[src/rtl/mips_fetch_pkg.sv]
// Shared types and constants for the MIPS instruction-fetch stage.
// Contents:
//   DEFAULT_RESET_PC, DEFAULT_IMEM_BYTES, NOP_INSTR : default constants
//   next_pc_sel_e : source chosen for the next PC value
//   if_id_t       : contents of the IF/ID pipeline register
package mips_fetch_pkg;

  localparam logic [31:0] DEFAULT_RESET_PC   = 32'd0;
  localparam int          DEFAULT_IMEM_BYTES = 16384;
  localparam logic [31:0] NOP_INSTR          = 32'h0000_0000;

  typedef enum logic [2:0] {
    SEL_SEQ,
    SEL_HOLD,
    SEL_BRANCH,
    SEL_JUMP,
    SEL_JR,
    SEL_RESET
  } next_pc_sel_e;

  typedef struct packed {
    logic [31:0] instr;
    logic [31:0] pc4;
    logic        valid;
    logic        fault;
  } if_id_t;

endpackage

[src/rtl/if_fetch_stage_if.sv]
// Instruction-memory bus between the fetch stage and the combinational,
// big-endian, byte-addressed instruction memory.
// Signals:
//   imem_pc    : byte address driven by the fetch stage
//   imem_instr : 32-bit word returned combinationally for imem_pc
// Modports:
//   master : fetch stage side (drives the address)
//   slave  : memory side (returns the word)
interface if_fetch_stage_if;

  logic [31:0] imem_pc;
  logic [31:0] imem_instr;

  modport master (output imem_pc, input imem_instr);
  modport slave  (input imem_pc, output imem_instr);

endinterface

[src/rtl/if_next_pc.sv]
// Combinational next-PC selection for the fetch stage.
// Ports:
//   rst, stall         : reset and hazard hold
//   pc, if_id_pc4      : current PC and the PC+4 held in IF/ID (jump region)
//   branch_*           : taken branch, base (PC+4 of branch) and word offset
//   jump_en/jump_index : j instruction target
//   jr_en/jr_addr      : jr register target
//   next_pc            : value the PC register loads on the next edge
//   redirect           : any of jr/jump/branch is requesting a redirect
module if_next_pc
  import mips_fetch_pkg::*;
#(
  parameter logic [31:0] RESET_PC = DEFAULT_RESET_PC
) (
  input  logic        rst,
  input  logic        stall,
  input  logic [31:0] pc,
  input  logic [31:0] if_id_pc4,
  input  logic        branch_en,
  input  logic [31:0] branch_base,
  input  logic [15:0] branch_offset,
  input  logic        jump_en,
  input  logic [25:0] jump_index,
  input  logic        jr_en,
  input  logic [31:0] jr_addr,
  output logic [31:0] next_pc,
  output logic        redirect
);

  logic [31:0]  branch_target;
  logic [31:0]  jump_target;
  next_pc_sel_e sel;

  // Sign-extended word offset shifted into a byte offset; wraps at 2^32.
  assign branch_target = branch_base + {{14{branch_offset[15]}}, branch_offset, 2'b00};
  assign jump_target   = {if_id_pc4[31:28], jump_index, 2'b00};
  assign redirect      = jr_en | jump_en | branch_en;

  always_comb begin
    sel = SEL_SEQ;
    if (rst)            sel = SEL_RESET;
    else if (jr_en)     sel = SEL_JR;
    else if (jump_en)   sel = SEL_JUMP;
    else if (branch_en) sel = SEL_BRANCH;
    else if (stall)     sel = SEL_HOLD;

    next_pc = pc + 32'd4;
    case (sel)
      SEL_RESET:  next_pc = RESET_PC;
      SEL_JR:     next_pc = jr_addr;
      SEL_JUMP:   next_pc = jump_target;
      SEL_BRANCH: next_pc = branch_target;
      SEL_HOLD:   next_pc = pc;
      default:    next_pc = pc + 32'd4;
    endcase
  end

endmodule

[src/rtl/if_fetch_stage.sv]
// Instruction-fetch stage of the pipelined MIPS core. Holds the PC and the
// IF/ID pipeline register, fetches from a combinational instruction memory
// and applies stall/flush/redirect from the hazard unit and ID stage.
// Ports:
//   clk, rst           : clock, synchronous active-high reset
//   imem               : instruction-memory bus (master side)
//   stall, flush       : hold PC and IF/ID / bubble IF/ID
//   branch_*, jump_*, jr_* : redirect requests resolved in ID
//   pc                 : current PC
//   if_id_*            : IF/ID register contents for decode
// Optional feature (macro FETCH_PERF_CNT_EN):
//   perf_fetched, perf_stalled, perf_flushed : 32-bit wrapping event counters
module if_fetch_stage
  import mips_fetch_pkg::*;
#(
  parameter logic [31:0] RESET_PC   = DEFAULT_RESET_PC,
  parameter int          IMEM_BYTES = DEFAULT_IMEM_BYTES,
  parameter logic [31:0] NOP_INSTR  = mips_fetch_pkg::NOP_INSTR
) (
  input  logic        clk,
  input  logic        rst,
  if_fetch_stage_if.master imem,
  input  logic        stall,
  input  logic        flush,
  input  logic        branch_en,
  input  logic [31:0] branch_base,
  input  logic [15:0] branch_offset,
  input  logic        jump_en,
  input  logic [25:0] jump_index,
  input  logic        jr_en,
  input  logic [31:0] jr_addr,
  output logic [31:0] pc,
  output logic [31:0] if_id_instr,
  output logic [31:0] if_id_pc4,
  output logic        if_id_valid,
  output logic        if_id_fault
`ifdef FETCH_PERF_CNT_EN
  ,
  output logic [31:0] perf_fetched,
  output logic [31:0] perf_stalled,
  output logic [31:0] perf_flushed
`endif
);

  localparam logic [31:0] LAST_WORD = 32'(IMEM_BYTES - 4);

  logic [31:0] pc_q;
  if_id_t      if_id_q;
  logic [31:0] next_pc;
  logic        redirect;
  logic [31:0] pc4;
  logic        fetch_fault;

  assign pc4         = pc_q + 32'd4;
  assign fetch_fault = (pc_q[1:0] != 2'b00) | (pc_q > LAST_WORD);

  assign imem.imem_pc = pc_q;
  assign pc           = pc_q;
  assign if_id_instr  = if_id_q.instr;
  assign if_id_pc4    = if_id_q.pc4;
  assign if_id_valid  = if_id_q.valid;
  assign if_id_fault  = if_id_q.fault;

  if_next_pc #(.RESET_PC(RESET_PC)) u_next_pc (
    .rst           (rst),
    .stall         (stall),
    .pc            (pc_q),
    .if_id_pc4     (if_id_q.pc4),
    .branch_en     (branch_en),
    .branch_base   (branch_base),
    .branch_offset (branch_offset),
    .jump_en       (jump_en),
    .jump_index    (jump_index),
    .jr_en         (jr_en),
    .jr_addr       (jr_addr),
    .next_pc       (next_pc),
    .redirect      (redirect)
  );

  // A bubble keeps pc4 so a later jump still sees the last real PC region.
  // A faulting fetch still advances; its word is replaced by a NOP.
  always_ff @(posedge clk) begin
    if (rst) begin
      pc_q    <= RESET_PC;
      if_id_q <= '{instr: NOP_INSTR, pc4: 32'd0, valid: 1'b0, fault: 1'b0};
    end else begin
      pc_q <= next_pc;
      if (flush | redirect) begin
        if_id_q.instr <= NOP_INSTR;
        if_id_q.valid <= 1'b0;
        if_id_q.fault <= 1'b0;
      end else if (!stall) begin
        if_id_q <= '{instr: (fetch_fault ? NOP_INSTR : imem.imem_instr),
                     pc4:   pc4,
                     valid: 1'b1,
                     fault: fetch_fault};
      end
    end
  end

`ifdef FETCH_PERF_CNT_EN
  // A stall that coincides with a flush counts as both stalled and flushed.
  always_ff @(posedge clk) begin
    if (rst) begin
      perf_fetched <= 32'd0;
      perf_stalled <= 32'd0;
      perf_flushed <= 32'd0;
    end else begin
      if (flush | redirect)
        perf_flushed <= perf_flushed + 32'd1;
      else if (!stall)
        perf_fetched <= perf_fetched + 32'd1;
      if (stall && !redirect)
        perf_stalled <= perf_stalled + 32'd1;
    end
  end
`endif

endmodule

[src/flat_wrapper.sv]
// flat-port wrapper written by rule: the top's interface ports become plain ports
module if_fetch_stage_flat import mips_fetch_pkg::*;
#(
  parameter logic [31:0] RESET_PC   = DEFAULT_RESET_PC,
  parameter int          IMEM_BYTES = DEFAULT_IMEM_BYTES,
  parameter logic [31:0] NOP_INSTR  = mips_fetch_pkg::NOP_INSTR
)
  (clk, rst, stall, flush, branch_en, branch_base, branch_offset, jump_en, jump_index, jr_en, jr_addr, pc, if_id_instr, if_id_pc4, if_id_valid, if_id_fault, imem_imem_pc, imem_imem_instr);
  if_fetch_stage_if imem_i ();
  input  logic clk;
  input  logic rst;
  input  logic stall;
  input  logic flush;
  input  logic branch_en;
  input  logic [31:0] branch_base;
  input  logic [15:0] branch_offset;
  input  logic jump_en;
  input  logic [25:0] jump_index;
  input  logic jr_en;
  input  logic [31:0] jr_addr;
  output logic [31:0] pc;
  output logic [31:0] if_id_instr;
  output logic [31:0] if_id_pc4;
  output logic if_id_valid;
  output logic if_id_fault;
  output wire logic [$bits(imem_i.imem_pc)-1:0] imem_imem_pc;
  input wire logic [$bits(imem_i.imem_instr)-1:0] imem_imem_instr;
  assign imem_imem_pc = imem_i.imem_pc;
  assign imem_i.imem_instr = imem_imem_instr;
  if_fetch_stage #(.RESET_PC(RESET_PC), .IMEM_BYTES(IMEM_BYTES), .NOP_INSTR(NOP_INSTR)) u_core (.clk(clk), .rst(rst), .imem(imem_i), .stall(stall), .flush(flush), .branch_en(branch_en), .branch_base(branch_base), .branch_offset(branch_offset), .jump_en(jump_en), .jump_index(jump_index), .jr_en(jr_en), .jr_addr(jr_addr), .pc(pc), .if_id_instr(if_id_instr), .if_id_pc4(if_id_pc4), .if_id_valid(if_id_valid), .if_id_fault(if_id_fault));
endmodule
[config.mk]
export PLATFORM = sky130hd
export DESIGN_NAME = if_fetch_stage_flat
export DESIGN_NICKNAME = d
export VERILOG_FILES = /design/src/rtl/mips_fetch_pkg.sv /design/src/rtl/if_fetch_stage_if.sv /design/src/rtl/if_next_pc.sv /design/src/rtl/if_fetch_stage.sv /design/src/flat_wrapper.sv
export SDC_FILE = /design/constraint.sdc
export NUM_CORES = 1
export LEC_CHECK = 0
export CORE_MARGIN = 2
export CORE_UTILIZATION = 44
export DETAILED_ROUTE_END_ITERATION = 10
export GPL_ROUTABILITY_DRIVEN = 0
export GPL_TIMING_DRIVEN = 0
export PLACE_DENSITY = 0.84
export SLEW_MARGIN = 25
export SYNTH_ARGS = -nofsm -noshare
export SYNTH_HDL_FRONTEND = slang
export SYNTH_SLANG_ARGS = --single-unit
[constraint.sdc]
create_clock -name clk -period 3.8 [get_ports clk]
set_input_delay 0.76 -clock clk [delete_from_list [all_inputs] [get_ports clk]]
set_output_delay 0.76 -clock clk [all_outputs]
set_load 0.03 [all_outputs]
# Word level (Yosys, flattened, before mapping)
# Index checks and enable logic that the tools add are counted.
[totals] register_bits=98 input_bits=145 output_inout_bits=130 wordCells=29
[op_classes] addsub=2 n_lt_le_gt_ge=1 eq_ne=5 muxes=7 bitwise=6 reduce_logical=3
[op_table] op="one-hot mux 32 bit (5 select lines)" n=1
[op_table] op="adder 32 x 3 -> 32 bit (second input constant)" n=1
[op_table] op="adder 32 bit" n=1
[op_table] op="> comparator 32 x 14 -> 1 bit (second input constant)" n=1
[op_table] op="2-to-1 mux 32 bit" n=1
[op_table] op="== test 3 x 2 -> 1 bit (second input constant)" n=2
[op_table] op="== test 3 bit (second input constant)" n=2
[op_table] op="2-to-1 mux 3 bit" n=2
[op_table] op="2-to-1 mux 2 bit" n=2
[op_table] op="bitwise OR 1 bit" n=4
[op_table] op="== test 3 x 1 -> 1 bit (second input constant)" n=1
[op_table] op="NOT 1 bit" n=2
[op_table] op="AND reduction 2 bit" n=1
[op_table] op="nonzero test 2 bit" n=1
[op_table] op="OR reduction 2 bit" n=1
[op_table] op="2-to-1 mux 1 bit" n=1

# Depth between registers and ports, before layout
[logic_depth] ltp_word=7 depth_mapped=10 depth_no_buf=10

# Hierarchy
# From an unflattened synthesis, not the netlist that was laid out.
[unflattened] cells_unflattened=867 area_unflattened_um2=6899.1
[by_module_without_submodules] mod="if_fetch_stage" n_inst=1 cells_per_inst=414 area_per_inst_um2=3878.7 seq_area_each_um2=1961.9
[by_module_without_submodules] mod="if_next_pc" n_inst=1 cells_per_inst=453 area_per_inst_um2=3020.4 seq_area_each_um2=0.0

# Worst setup path before layout
# Ideal clock, no wire load.
[synth_path] kind="input port to flip-flop" from="input port branch_base[2]" to="register u_core.pc_q[24], in the netlist u_core.imem.imem_pc[24]" setup_time_ns=0.137 t_arrival_ns=2.791 t_required_ns=3.663 setup_slack_ns=0.872 path_stages=10 path_buffers=0 cell_sequence="ha_1 > fa_1 > a21o_1 > a221oi_2 > o21ai_1 > a41oi_2 > o21ai_1 > a21boi_1 > xor2_1 > o221ai_1"
[synth_between] elab_chain_cells=2
[synth_rtl] element="start, declared" line_no="flat_wrapper.sv:15" text="input logic [31:0] branch_base;"
[synth_rtl] element="adder 32 bit" line_no="if_next_pc.sv:35" text="assign branch_target = branch_base + {{14{branch_offset[15]}}, branch_offset, 2'b00};"
[synth_rtl] element="one-hot mux 32 bit (5 select lines)" line_no="if_next_pc.sv:48" text="case (sel)"
[synth_rtl] element="end signal, assigned" line_no="if_fetch_stage.sv:87" text="pc_q <= next_pc;"
[synth_rtl] element="end, declared" line_no="if_fetch_stage.sv:47" text="logic [31:0] pc_q;"
# Every way passes these cells.
# A chain may end at the register's enable or synchronous reset.

# Worst setup path in the final report
[layout_path] from="input port branch_offset[15]" to="register u_core.pc_q[21], in the netlist u_core.imem.imem_pc[21]"
[layout_between] elab_chain_cells=2
[layout_rtl] element="start, declared" line_no="flat_wrapper.sv:16" text="input logic [15:0] branch_offset;"
[layout_rtl] element="adder 32 bit" line_no="if_next_pc.sv:35"
[layout_rtl] element="one-hot mux 32 bit (5 select lines)" line_no="if_next_pc.sv:48"
# Every way passes these cells.

==> results.yml <==
status:
  outcome: "completed"
clock_tree:
  clock-root-buffer: "clkbuf_16"
  hold_buffers: 0
  clkSinkCount: 98
  cts_tree: "yes"
  insertion_delay_ps: 350
  h-tree-depth: 3
  cts_buffer_depth: 2
  cts_buffers: 9
  ctsResizeCount: 0
  postCtsSetupRepairBufs: 0
  cts.clk_slew.worst_paths_ps: 70
final_layout:
  stdcell_count: 1306
  layout_common_cells: "clkdlybuf4s50_1, nor2_1, dfxtp_1"
  final_common_cell: "clkdlybuf4s50_1"
  finalNetCount: 1293
  regArea_sq_mm: 0.00196
  drive_gt1_frac: 0.0758
  multi_input_area_sq_mm: 0.00408
  fillers: 1271
  area_delta_synth_final_pct: 49.3
  fin_util: 0.676
  final_area_sq_mm: 0.00990
  diodes: 0
timing:
  slew_headroom: 0.481
  maxSlewViolCount: 0
  min_period_ps: 3530
  rsz0062_at_grt: "no"
  holdWs_ps: 458
  worst_clock_skew_ps: 12.5
  hold_viol_final: 0
  setup_tns_ps: 0
  worst_pin_slew_ps: 775
  clock.fmax_mhz: 284
  setup_viol: 0
  finalWorstSetupSlack_ps: 275
  period_share: 0.928
critical_path:
  cp.required_ps: 4020
  crit_top_cell: "a21o_1"
  crit_slowest_cell: "clkdlybuf4s50_1"
  arrival_ps: 3750
  worstSetupPathType: "in2reg"
  crit_chain: "clkdlybuf4s50_1, ha_1, a21o_1, a21o_1, a221oi_1, o31a_1, xnor2_1, a222oi_1, a21oi_1"
  worst_setup_path_start_kind: "primary input"
  critical_path_buf_inv_count: 1
  end_kind: "flip-flop"
  critical_path.top_delay_family: "compound AO/OA/AOI/OAI gates"
  path_max_fanout: 15
  crit_path_max_incr_delay_ps: 720
route:
  wl_met3_microns: 2370
  routed_via_density: 5.72
  via_count: 7468
  drt.antenna.violating_nets: 0
  drc_errors: 0
  drt-total-wl_microns: 23600
  wl_per_cell_microns: 18.1
  wl_met2_microns: 11600
  drtIter0Drc: 501
  routed.top_layer: "met4"
  drt_first_pass_iters: 5
  wl_met1_microns: 9040
power:
  ir_worst_vdd_mv: 0.173
  pwr_density_cell_mw_per_mm2: 311
  leakage_nw: 3.55
  power.total_mw: 3.08
global_route:
  grt_pass1_wl_microns: 36100
  grt_pass1_vias: 6974
  grt_start_max_net_pins: 17
  track_usage: 0.284
  grt_antenna_before_repair: 0
  grt-ovfl-total: 0
die:
  die_w_microns: 127
  dieArea_sq_mm: 0.0161
  initial_utilization: 0.453
  io_pins: 275
  fp.dieH_microns: 127
  core_sq_mm: 0.0146
  rows: 44
synth:
  syn-cell-area_sq_mm: 0.00663
  synthArstFlopShare: 0
  synth_area_leaders: "dfxtp_1, nor2_1, xnor2_1"
  synth.avg_cell_area_sq_um: 7.95
  yosysTopAreaCellShare: 0.296
  synthFlopType: "dfxtp_1"
  ys_seq_area_frac: 0.296
  ys_ff_latch: 98
  synth_top_area_cell: "dfxtp_1"
  synth.distinct_cells: 69
  yosys_warnings: 0
  synthCells: 834
  syn-num-nets: 1010
  synth_edf_count: 0
placed_design:
  hpwl_microns: 19100
  port_buffers: 272
  dpl_worst_slack_ps: -0.0608
  place_area_sq_mm: 0.00958
  dpl.cell_count: 1290
flow_run:
  maxCapViolCount: 0
min_path:
  min_path_type: "reg2reg"
## worst register-to-register path: stages, from the launching register on
cell      delay (ps)
dfxtp_1          530
ha_1             320
nand3_1          180
nor4_2           560
nand3_1          220
nor2_1           240
nand3_1          130
xnor2_1          150
a222oi_1         290
o21ai_1          100
## final cells by class
type | instances | share of cell area
clock buffer | 11 | 0.0255
tap | 184 | 0.0233
inverter | 18 | 0.00683
clock inverter | 5 | 0.00620
sequential | 98 | 0.198
multi-input combinational | 618 | 0.412
timing repair buffer | 272 | 0.275
buffer | 100 | 0.0529
## metal layers
metal / vias to the layer above / track usage
met5: - / 0
met4: 0 / 0.100
met3: 48 / 0.0595
met2: 419 / 0.507
met1: 3422 / 0.337
li1: 3579 / -
## kinds of logic after synthesis
| group | Yosys count | share of synthesized area |
|---|---|---|
| AO/OA/AOI/OAI | 243 | 0.261 |
| adder cells (fa/ha/maj) | 31 | 0.0596 |
| buffers and inverters | 118 | 0.0891 |
| XOR/XNOR | 67 | 0.0885 |
| AND/OR/NAND/NOR | 274 | 0.201 |
| flip-flops | 98 | 0.296 |
| multiplexers | 3 | 0.00472 |
## sequential cells by signal (all words and copies together), names as in the netlist
| signal | flops |
|---|---|
| u_core.if_id_instr | 32 |
| u_core.if_id_pc4 | 32 |
| u_core.imem.imem_pc | 32 |
| u_core.if_id_fault | 1 |
| u_core.if_id_valid | 1 |
## power breakdown
| group | internal, mW | leakage [nW] | switching [mW] |
|---|---|---|---|
| logic | 0.477 | 2.61 | 0.524 |
| registers | 1.07 | 0.798 | 0.0684 |
| clock network | 0.548 | 0.144 | 0.396 |
| total | 2.09 | 3.55 | 0.989 |
## path summary, 6_finish.rpt
check / start / endpoint / slack (ps) / cells past startpoint
setup reg to reg: u_core.imem.imem_pc[2] / u_core.imem.imem_pc[28] / 960 / 9
hold / removal: u_core.if_id_pc4[3] / u_core.if_id_pc4[3] / 460 / 2
setup / recovery: branch_offset[15] / u_core.imem.imem_pc[21] / 270 / 9
hold reg to reg: u_core.if_id_pc4[3] / u_core.if_id_pc4[3] / 460 / 2
## cell usage after synthesis, types with 22 or more instances
cell type  number
nor2_1        111
dfxtp_1        98
clkbuf_1       54
xnor2_1        43
nand2_1        57
a22oi_1        36
ha_1           30
a21oi_1        50
nand3_1        22
buf_4          34
o21ai_0        37
xor2_1         24
No activity file was read; power rests on OpenSTA's default activity.
